===== src/rtl/pacman_pkg.sv =====
// Shared constants, FSM state type and tile-index helper for the Pacman
// pellet/score logic.
package pacman_pkg;

    localparam int          TILE_COLS     = 20;
    localparam int          TILE_ROWS     = 15;
    localparam int          N_TILES       = 300;
    localparam logic [15:0] SCORE_MAX_BCD = 16'h9990;

    typedef enum logic [1:0] {
        INIT   = 2'd0,
        RUN    = 2'd1,
        WON    = 2'd2,
        FROZEN = 2'd3
    } state_e;

    // row*20 + col without a multiplier
    function automatic logic [8:0] tile_index(input logic [3:0] row, input logic [4:0] col);
        return ({5'd0, row} << 4) + ({5'd0, row} << 2) + {4'd0, col};
    endfunction

endpackage


===== src/rtl/pellet_score_bcd_add4.sv =====
// Combinational 4-digit BCD adder; results above SCORE_MAX_BCD (or a carry
// out of the top digit) clamp to SCORE_MAX_BCD.
module bcd_add4 (
    input  logic [15:0] a_i,
    input  logic [15:0] b_i,
    output logic [15:0] sum_o
);
    import pacman_pkg::*;

    logic [4:0]  digit;
    logic        carry;
    logic [15:0] raw;

    always_comb begin
        digit = '0;
        carry = 1'b0;
        raw   = '0;
        for (int d = 0; d < 4; d++) begin
            digit = {1'b0, a_i[d*4 +: 4]} + {1'b0, b_i[d*4 +: 4]} + {4'd0, carry};
            carry = (digit > 5'd9);
            if (carry) begin
                digit = digit + 5'd6;
            end
            raw[d*4 +: 4] = digit[3:0];
        end
        sum_o = (carry || (raw > SCORE_MAX_BCD)) ? SCORE_MAX_BCD : raw;
    end

endmodule


===== src/rtl/pellet_score.sv =====
// Pellet bitmap and BCD score keeper: clears eaten pellets through a 3-stage
// pipeline and exposes a registered pellet query for the display.
module pellet_score #(
    parameter int TILE_COLS  = 20,
    parameter int TILE_ROWS  = 15,
    parameter int PELLET_PTS = 10
) (
    input  logic        clk,
    input  logic        rst,
    input  logic [9:0]  PacX,
    input  logic [9:0]  PacY,
    input  logic        over,
    input  logic [4:0]  q_tile_x,
    input  logic [3:0]  q_tile_y,
    output logic        q_pellet,
    output logic [15:0] score,
    output logic [8:0]  remaining,
    output logic        won,
    output logic        ready,
    output logic [31:0] seg_data,
    output logic [1:0]  dbg_state
);
    import pacman_pkg::*;

    localparam logic [4:0]  COL_LIMIT = 5'(TILE_COLS);
    localparam logic [3:0]  ROW_LIMIT = 4'(TILE_ROWS);
    localparam logic [8:0]  TILE_CNT  = 9'(N_TILES);
    localparam logic [8:0]  LAST_IDX  = 9'(N_TILES - 1);
    localparam logic [15:0] PTS_BCD   = {8'h00, 4'(PELLET_PTS / 10), 4'h0};

    state_e              state_q, state_d;
    logic [8:0]          init_idx_q, init_idx_d;
    logic [N_TILES-1:0]  bitmap_q;

    logic                s0_valid_q, s0_valid_d;
    logic [8:0]          s0_idx_q, s0_idx_d;
    logic                s1_hit_q, s1_hit_d;
    logic [8:0]          s1_idx_q, s1_idx_d;
    logic [15:0]         score_q, score_d;
    logic [8:0]          remaining_q, remaining_d;
    logic                q_pellet_q, q_pellet_d;

    logic [4:0]          pac_col;
    logic [3:0]          pac_row;
    logic                pac_in_range;
    logic                q_in_range;
    logic [8:0]          q_idx;
    logic                eat_fire;
    logic [15:0]         score_sum;
    logic                unused_pacy;

    assign pac_col      = PacX[9:5];
    assign pac_row      = PacY[8:5];
    assign unused_pacy  = PacY[9];
    assign pac_in_range = (pac_col < COL_LIMIT) && (pac_row < ROW_LIMIT);
    assign q_in_range   = (q_tile_x < COL_LIMIT) && (q_tile_y < ROW_LIMIT);
    assign q_idx        = tile_index(q_tile_y, q_tile_x);

    // A clear in the cycle over is seen is dropped so the frozen score is final.
    assign eat_fire = (state_q == RUN) && s1_hit_q && !over && (remaining_q != 9'd0);

    bcd_add4 u_add (
        .a_i   (score_q),
        .b_i   (PTS_BCD),
        .sum_o (score_sum)
    );

    always_comb begin
        state_d    = state_q;
        init_idx_d = init_idx_q;
        case (state_q)
            INIT: begin
                init_idx_d = init_idx_q + 9'd1;
                if (init_idx_q == LAST_IDX) begin
                    state_d    = RUN;
                    init_idx_d = '0;
                end
            end
            RUN: begin
                if (over) begin
                    state_d = FROZEN;
                end else if (eat_fire && (remaining_q == 9'd1)) begin
                    state_d = WON;
                end
            end
            default: ;
        endcase
    end

    always_comb begin
        s0_valid_d  = (state_q == RUN) && pac_in_range;
        s0_idx_d    = tile_index(pac_row, pac_col);
        s1_idx_d    = s0_idx_q;
        // Forward the S2 clear so a same-tile sample right behind it reads empty.
        s1_hit_d    = (state_q == RUN) && s0_valid_q && bitmap_q[s0_idx_q]
                      && !(eat_fire && (s1_idx_q == s0_idx_q));
        score_d     = eat_fire ? score_sum : score_q;
        remaining_d = eat_fire ? (remaining_q - 9'd1) : remaining_q;
        q_pellet_d  = (state_q != INIT) && q_in_range && bitmap_q[q_idx];
    end

    always_ff @(posedge clk or posedge rst) begin
        if (rst) begin
            state_q     <= INIT;
            init_idx_q  <= '0;
            s0_valid_q  <= 1'b0;
            s0_idx_q    <= '0;
            s1_hit_q    <= 1'b0;
            s1_idx_q    <= '0;
            score_q     <= '0;
            remaining_q <= TILE_CNT;
            q_pellet_q  <= 1'b0;
        end else begin
            state_q     <= state_d;
            init_idx_q  <= init_idx_d;
            s0_valid_q  <= s0_valid_d;
            s0_idx_q    <= s0_idx_d;
            s1_hit_q    <= s1_hit_d;
            s1_idx_q    <= s1_idx_d;
            score_q     <= score_d;
            remaining_q <= remaining_d;
            q_pellet_q  <= q_pellet_d;
        end
    end

    // Bitmap has no reset: INIT rewrites every entry before RUN can read it.
    always_ff @(posedge clk) begin
        if (state_q == INIT) begin
            bitmap_q[init_idx_q] <= 1'b1;
        end else if (eat_fire) begin
            bitmap_q[s1_idx_q] <= 1'b0;
        end
    end

    assign q_pellet  = q_pellet_q;
    assign score     = score_q;
    assign remaining = remaining_q;
    assign won       = (state_q == WON);
    assign ready     = (state_q != INIT);
    assign seg_data  = {7'b0, remaining_q, score_q};
    assign dbg_state = state_q;

endmodule

===== config.mk =====
export PLATFORM = sky130hd
export DESIGN_NAME = pellet_score
export DESIGN_NICKNAME = d
export VERILOG_FILES = /design/src/rtl/pacman_pkg.sv /design/src/rtl/pellet_score_bcd_add4.sv /design/src/rtl/pellet_score.sv
export SDC_FILE = /design/constraint.sdc
export NUM_CORES = 1
export LEC_CHECK = 0
export CAP_MARGIN = 20
export CORE_MARGIN = 2
export CORE_UTILIZATION = 45
export DETAILED_ROUTE_END_ITERATION = 6
export PLACE_DENSITY = 0.72
export REMOVE_ABC_BUFFERS = 1
export SLEW_MARGIN = 10
export SYNTH_ARGS = -nofsm -noshare
export SYNTH_HDL_FRONTEND = slang
export SYNTH_HIERARCHICAL = 1
export SYNTH_SLANG_ARGS = --single-unit

===== constraint.sdc =====
create_clock -name clk -period 10.8 [get_ports clk]
set_clock_uncertainty 0.1 [all_clocks]
set_input_delay 1.08 -clock clk [delete_from_list [all_inputs] [get_ports clk]]
set_output_delay 1.08 -clock clk [all_outputs]
set_load 0.02 [all_outputs]

# Yosys cells after proc, flatten, opt, wreduce, memory -nomap -nowiden
# Cells that the tools add are included.
# totals
word_cells,93
out_inout_bits,62
regBits,357
inputBits,32
# classes
eq_ne,7
n_addsub,14
order_cmp,15
n_bitwise,3
n_mux,20
n_reduce_logical,24
# op_table
op,count
$mux W300,2
$and A300 B300 Y300,1
$not A300 Y300,1
$or A300 B300 Y300,1
$lt A9 B10 Y1 const B,4
$add A8 B6 Y9,2
$add A9 B5 Y9,2
$bmux W1 S9,2
$demux W1 S9,2
$ge A9 B1 Y1 const B,2
$add A4 B3 Y4 const B,4
$gt A16 B16 Y1 const B,1
$mux W16,1
$mux W4,4
$gt A5 B4 Y1 const B,3
$logic_and A1 B1 Y1,15
$add A4 B1 Y5,2
$lt A5 B5 Y1 const B,2
$add A9 B1 Y9 const B,1
$eq A9 B1 Y1 const B,1
$eq A9 B9 Y1,1
$eq A9 B9 Y1 const B,1
$mux W9,1
$reduce_bool A9 Y1,1
17 further kinds,26

# Longest topological paths before layout
# Gate-level depths: netlist of the first run.
# depth
word_depth,11
mapped_depth,34

# By module
# Netlist of the first run, hierarchy kept.
# by_module_without_submodules
module,area_each_um2,cells_each,seq_area_each_um2,n_inst
pellet_score,20906.3,1772,10440.0,1
bcd_add4,1197.4,155,0.0,1

# Least setup slack after synthesis of the first run
# No wires, ideal clock.
# synth_path
path_kind,input to register
startpoint,in over
endpoint,reg bitmap_q[0] (enable)
arrival_time_ns,9.089
path_buffers,1
stages,5
slack_ns,0.893
setup_time_ns,0.717
cell_sequence,nor2b_1 nand2_1 a21oi_1 buf_2 nand2b_1
# synth_via
elab_chain_len,4
# synth_lines
element,line_no,rtl
from (decl),pellet_score.sv:12,"input logic over,"
$logic_not A1 Y1,pellet_score.sv:60,assign eat_fire = (state_q == RUN) && s1_hit_q && !over && (remaining_q != 9'd0);
$logic_and A1 B1 Y1 (2 in a row),pellet_score.sv:60,
$reduce_bool A2 Y1 (no line),-,
"to (signal, indexed assignment)",pellet_score.sv:129,bitmap_q[init_idx_q] <= 1'b1;
"to (signal, indexed assignment)",pellet_score.sv:131,bitmap_q[s1_idx_q] <= 1'b0;
to (decl),pellet_score.sv:33,logic [N_TILES-1:0] bitmap_q;
# No other way between the ends.
# A chain may end at the register's enable or synchronous reset.

# Worst setup path in the final report of the first run
# layout_path
startpoint,"reg score_q[1], in the netlist score[1]"
endpoint,"reg score_q[10], in the netlist score[10]"
# layout_via
elab_chain_len,11
# layout_lines
element,line_no,rtl
from (decl),pellet_score.sv:39,"logic [15:0] score_q, score_d;"
from (signal assigned),pellet_score.sv:120,score_q <= score_d;
$gt A4 B4 Y1,pellet_score_bcd_add4.sv:20,carry = (digit > 5'd9);
$add A5 B1 Y5,pellet_score_bcd_add4.sv:19,"digit = {1'b0, a_i[d*4 +: 4]} + {1'b0, b_i[d*4 +: 4]} + {4'd0, carry};"
$gt A5 B4 Y1,pellet_score_bcd_add4.sv:20,
$add A4 B1 Y5,pellet_score_bcd_add4.sv:19,
$gt A5 B4 Y1,pellet_score_bcd_add4.sv:20,
$add A4 B1 Y5,pellet_score_bcd_add4.sv:19,
$add A4 B3 Y4 or $gt A5 B4 Y1 (tied branches),"pellet_score_bcd_add4.sv:22, pellet_score_bcd_add4.sv:20",
$mux W4,pellet_score_bcd_add4.sv:21,if (carry) begin
$gt A16 B16 Y1,pellet_score_bcd_add4.sv:26,sum_o = (carry || (raw > SCORE_MAX_BCD)) ? SCORE_MAX_BCD : raw;
$logic_or A1 B1 Y1,pellet_score_bcd_add4.sv:26,
$mux W16 (*),pellet_score_bcd_add4.sv:26,
net score_sum[10],pellet_score.sv:49,logic [15:0] score_sum;
# Mark *: on every way through the listed nets, which the timed path passes. The rest lies on a longest branch.

==> metrics, run 1 <==
Cells after Synth 1927; Achievable Freq approximately 130 MHz; # H-tree levels 2; RSZ-0062 raised after global routing false; worst reg2reg path depth 31; HPWL Detailed 43800 um; largest net degree at the start of global routing 185; row cnt 81; Crit path required time 11.21 ns; die area 50900 um2; drt pass-1 iters 6; Worst Hold End remaining[2]$_DFFE_PP1P_; CTS root buffer clkbuf_16; critical path fanouts, max 8; fin. max-slew vios 0; top area cells in the synthesized netlist edfxtp_1, o21ai_0, mux4_2; slowest CP cell fa_1; worst r2r src score[1]$_DFFE_PP0P_; total global routing overflow 0; Hold Crit Depth 1; core area 48700 um2; Placed Instances about 2600; First DRT Iteration DRCs approximately 3100; vias in the first global route 17600; Die H between 200 and 250 um; Finished Layout Cells 2626; Peak VDD IR 0.0995 mV; fillers 4172; Worst setup SP type register; crit-path leading delay family adder cells; GRT Overall Usage 28.7%; outcome finished, final reports clean; Fin. Hold Viols 0; worst-skew pair later-pin latency 0.58 ns; vias after detailed routing 18200; most common cell in the netlist o21ai_0; min-delay worst type register to register; Port-buffer cells 75; Tcrit/Tclk final 73.2%; WS Path Type register to register; Pleak 6.85 nW; CTS sink count roughly 360; P&R area growth vs syn 10.6%; first-pass GRT wire length 109000 um; Bufs and invs on worst path 7; per-cell routed wire length ~28 um; footprint of the multi-input gates 10600 um2; clk buf depth 3; Setup crit end kind register; Synth top area share 40.8%; hold buffer count at cts 0; final wirelength 73500 um; clock slew seen by the registers of the worst setup and hold paths about 0.06 ns; Top FF cell, synth edfxtp_1; # diodes 0; Post-Syn Area 22100 um2; number of setup buffers added after CTS 0; vias per std cell about 6.9; Crit path arrival time 8.32 ns; maxcap violations 0; asr flop ratio synth around 16%; max_slew headroom between 10 and 15%; list of most frequent post-synthesis cells o21ai_0, edfxtp_1, mux4_2; Setup violations, final 0; RePlAce Congestion 0.943; TritonCTS clock tree built; post-CTS resize count 0; total power 3.31 mW; minimum clock period about 8 ns; total CTS buffers 40; Avg Cell Area, Syn 11.5 um2; IO Pins 94; nets@finish 2017; flop2flop setup slack 2.90 ns; layout cell share with drive strength beyond 1 14.3%; initial antenna violation count 1; largest area contributor in the netlist edfxtp_1; Initial Utilization 45.3%; HP Start remaining[2]$_DFFE_PP1P_; # DRC 0; Power per Cell Area between 100 and 150 nW/um2; Die Wd 226 um; YS warnings 6; synthesized flop and latch total 357; setup TNS 0 ns; antenna-violating nets left 0; number of unique standard cell types used by synthesis 79; Post-synth EDFFs 300; register area share after synthesis 47.2%; Worst-Margin Slew around 1.3 ns; Worst path max stage delay roughly 0.56 ns; register area 10500 um2; worst reg2reg path endpoint score[10]$_DFFE_PP0P_; worst hold slack 0.419 ns
-- through the flow --
step	setup slack, ns	utilization, %	instance area (um2)
floorplan	0.351	-	21300
global placement	3.27	47.6	23200
detailed placement	2.98	47.6	23200
CTS	2.92	50.1	24400
global route	2.41	50.2	24500
finish	2.90	50.2	24500
-- area by class of cell --
| class | instances | area share, % |
|---|---|---|
| clock inverters | 9 | 0.184 |
| repair buffers | 120 | 4.60 |
| flip-flops and latches | 357 | 42.7 |
| well taps | 664 | 3.40 |
| multi-input cells | 1368 | 43.5 |
| inverters | 48 | 0.737 |
| clock buffers | 60 | 4.82 |
-- cells by family after synthesis --
family,synth area share [%]
buffers and inverters,5.09
muxes,17.8
xor gates and xnor gates,1.57
DFF,47.2
and+or+nand+nor,5.92
AOI/OAI and AO/OA,19.2
other,0.0340
adders and majority gates,3.20
-- state kept, by name (all words and copies together) (netlist names), 2 cells and up --
name,count
init_idx_q,9
score,16
s1_idx_q,9
dbg_state,2
remaining,9
s0_idx_q,9
bitmap_q,300
-- metal layers --
layer / GRT usage (%) / share of wire [%] / up-vias
li1: - / - / 7475
met2: 43.3 / 44 / 1482
met4: 18.5 / 7.1 / 2
met1: 36.0 / 34 / 8887
met5: 0 / 0.019 / -
met3: 8.82 / 15 / 379
-- power breakdown --
part / switching, mW / internal (mW) / total, mW
Sequential: 0.0329 / 1.49 / 1.52
Combinational: 0.325 / 0.141 / 0.467
Clock: 0.570 / 0.750 / 1.32
-- placed cells by master (no fill, tap or decap), types with 23 or more instances in the layout --
master and n:
o21ai_0 585, edfxtp_1 300, mux4_2 129, nand2_1 94, clkdlybuf4s50_1 73, mux2i_1 67
dfrtp_1 49, inv_1 46, buf_4 44, clkbuf_16 42, nor2_1 41, ha_1 39
a31oi_1 37, nand3_1 34, a21oi_1 28, conb_1 27, nor2b_1 25, mux2_2 23
xnor2_1 23
-- worst reg2reg max path, delay by kind of cell, from the launching register on --
kind | cells | cell delay, ns
multiplexers | 1 | 0.20
AO/OA/AOI/OAI | 10 | 2.40
XOR/XNOR | 1 | 0.30
AND/OR/NAND/NOR | 3 | 0.63
buffers and inverters | 7 | 0.65
adder cells (fa/ha/maj) | 9 | 3.15
flip-flops | 1 | 0.42
-- how the worst max path moves through the flow --
stage                    startpoint                     to  depth (start not counted)
4_1_cts        score[1]$_DFFE_PP0P_  score[10]$_DFFE_PP0P_                         31
3_3_place_gp   score[1]$_DFFE_PP0P_  score[10]$_DFFE_PP0P_                         31
2_1_floorplan                  over  bitmap_q[0]$_DFFE_PP_                          4
3_5_place_dp   score[1]$_DFFE_PP0P_  score[10]$_DFFE_PP0P_                         31
6_report       score[1]$_DFFE_PP0P_  score[10]$_DFFE_PP0P_                         31
5_1_grt        score[1]$_DFFE_PP0P_  score[10]$_DFFE_PP0P_                         31
Power figures use the tool's default switching activity.
==> inputs of run 2 (changes only) <==
==> constraint.sdc (replaced) <==
create_clock -name clk -period 7.5 [get_ports clk]
set_clock_uncertainty 0.1 [all_clocks]
set_input_delay 0.75 -clock clk [delete_from_list [all_inputs] [get_ports clk]]
set_output_delay 0.75 -clock clk [all_outputs]
set_load 0.02 [all_outputs]
==> metrics, run 2 (synthesis results as in run 1) <==
total CTS buffers 39 (was 40); # H-tree levels 2 (unchanged); layout cell share with drive strength beyond 1 15.3% (was 14.3%); final wirelength 75500 um (was 73500 um); P_sw 1.36 mW (was 0.928 mW); Pleak 6.93 nW (was 6.85 nW); part of the power in combinational logic 14.3% (was 14.1%); total global routing overflow 0 (unchanged); Initial Utilization 45.3% (unchanged); vias in the first global route 17800 (was 17600); Most flops, register bitmap_q (unchanged); Reg power frac 46.5% (was 46.0%); nets@finish 2030 (was 2017); clock share of power 39.2% (was 39.9%); Sw Share 28.6% (was 28.1%); core area 48700 um2 (unchanged); Finished Layout Cells 2643 (was 2626); HPWL Detailed 45900 um (was 43800 um); Hold Crit Depth 1 (unchanged); per-cell routed wire length 28.6 um (was 28.0 um); minimum clock period 7.17 ns (was 7.90 ns); CTS root buffer clkbuf_16 (unchanged); HP Start remaining[2]$_DFFE_PP1P_ (unchanged); first-pass GRT wire length 111000 um (was 109000 um); Peak VDD IR 0.158 mV (was 0.0995 mV); Achievable Freq 139 MHz (was 127 MHz); Port-buffer cells 75 (unchanged); fin util 50.5% (was 50.2%); GRT Overall Usage 29.3% (was 28.7%); max_slew headroom 11.8% (was 13.6%); Worst setup SP type register (unchanged); RePlAce Congestion 0.968 (was 0.943); IO Pins 94 (unchanged); P&R area growth vs syn 11.4% (was 10.6%); clock slew seen by the registers of the worst setup and hold paths 0.06 ns (about the same); flop2flop setup slack 0.33 ns (was 2.90 ns); setup TNS 0 ns (unchanged); maxcap violations 0 (unchanged); Worst path max stage delay 0.57 ns (was 0.56 ns); Fin. Hold Viols 0 (unchanged); drt pass-1 iters 7 (was 6); worst r2r src score[1]$_DFFE_PP0P_ (unchanged); outcome finished, final reports clean (unchanged); initial antenna violation count 1 (unchanged); die area 50900 um2 (unchanged); CTS sink count 357 (unchanged); Setup violations, final 0 (unchanged); antenna-violating nets left 0 (unchanged); worst-skew pair later-pin latency 0.55 ns (was 0.58 ns); P_int 3.38 mW (was 2.38 mW); clk buf depth 3 (unchanged); Crit path required time 7.88 ns (was 11.21 ns); worst reg2reg path endpoint score[10]$_DFFE_PP0P_ (unchanged); hold buffer count at cts 0 (unchanged); row cnt 81 (unchanged); Power per Cell Area 192 nW/um2 (was 135 nW/um2); min-delay worst type register to register (unchanged); Placed Instances 2566 (was 2556); # DRC 0 (unchanged); most used cell, CP inv_1; most frequent cells in the layout o21ai_0, edfxtp_1, mux4_2 (unchanged); TritonCTS clock tree built (unchanged); First DRT Iteration DRCs 3287 (was 3144); worst reg2reg path depth 32 (was 31); slowest CP cell fa_2 (was fa_1); Setup crit end kind register (unchanged); Die Wd 226 um (unchanged); Worst Hold End remaining[2]$_DFFE_PP1P_ (unchanged); critical path fanouts, max 6 (was 8); Die H 226 um (unchanged); Worst-Margin Slew 1.32 ns (was 1.29 ns); WS Path Type register to register (unchanged); vias after detailed routing 18400 (was 18200); commonest non-fill, non-tap cell in the layout o21ai_0 (unchanged); max FFs per register 300 (unchanged); Tcrit/Tclk final 95.6% (was 73.2%); fin. max-slew vios 0 (unchanged); largest net degree at the start of global routing 147 (was 185); Crit path arrival time 7.55 ns (was 8.32 ns); vias per std cell 6.95 (was 6.94)
-- run 2: worst max path at each step --
stage	to	from
floorplan	bitmap_q[0]$_DFFE_PP_	remaining[2]$_DFFE_PP1P_
global placement	score[10]$_DFFE_PP0P_	score[2]$_DFFE_PP0P_
detailed placement	score[10]$_DFFE_PP0P_	score[2]$_DFFE_PP0P_
CTS	score[5]$_DFFE_PP0P_	score[2]$_DFFE_PP0P_
global route	score[10]$_DFFE_PP0P_	score[1]$_DFFE_PP0P_
finish	score[10]$_DFFE_PP0P_	score[1]$_DFFE_PP0P_
-- run 2: critical path, delay by kind of cell (launching register included) --
kind	cells	cell delay, ns
buffers and inverters	9	0.79
adder cells (fa/ha/maj)	9	3.39
multiplexers	1	0.19
flip-flops	1	0.34
AND/OR/NAND/NOR	6	0.78
AO/OA/AOI/OAI	7	1.51
-- run 2: per-stage QoR --
step           cell area (um2)  setup slack, ns  power (mW)  hold WS, ns
3_3_place_gp             23200            0.176        2.86        0.410
3_5_place_dp             23300           -0.200        2.87        0.411
5_1_grt                  24600          -0.0182        4.82        0.430
6_report                 24600            0.328        4.74        0.420
4_1_cts                  24500           0.0168        4.69        0.420
2_1_floorplan            21300            -2.75        2.58        0.327
-- run 2: layout make-up --
type,instances,area (um2)
fillers,4198,24100
flip-flops and latches,357,10500
clock inverters,18,125
multi-input cells,1368,10700
repair buffers,134,1280
clock buffers,52,1060
diodes,2,5.00
inverters,48,180
well taps,664,831
-- run 2: power groups by stage --
stage,logic (mW),registers (mW),clock network [mW]
2_1_floorplan,0.338,2.24,0
3_3_place_gp,0.623,2.24,0
3_5_place_dp,0.633,2.24,0
4_1_cts,0.638,2.20,1.85
5_1_grt,0.701,2.20,1.92
6_report,0.680,2.20,1.86
-- run 2: per-layer routing --
layer  up-vias  share of wire, %  GRT usage [%]  wire, um
met5         -             0.058              0        44
met2      1534                44           44.4     33300
li1       7491                 -              -         -
met1      8931                34           37.2     25400
met3       402                15           9.22     11400
met4         2               7.2           17.2      5470
-- run 2: repair_timing --
action                     CTS  global route
pin swaps                    0             1
setup endpoints to repair   13            13
setup buffers                0             2
resized for setup            4            14
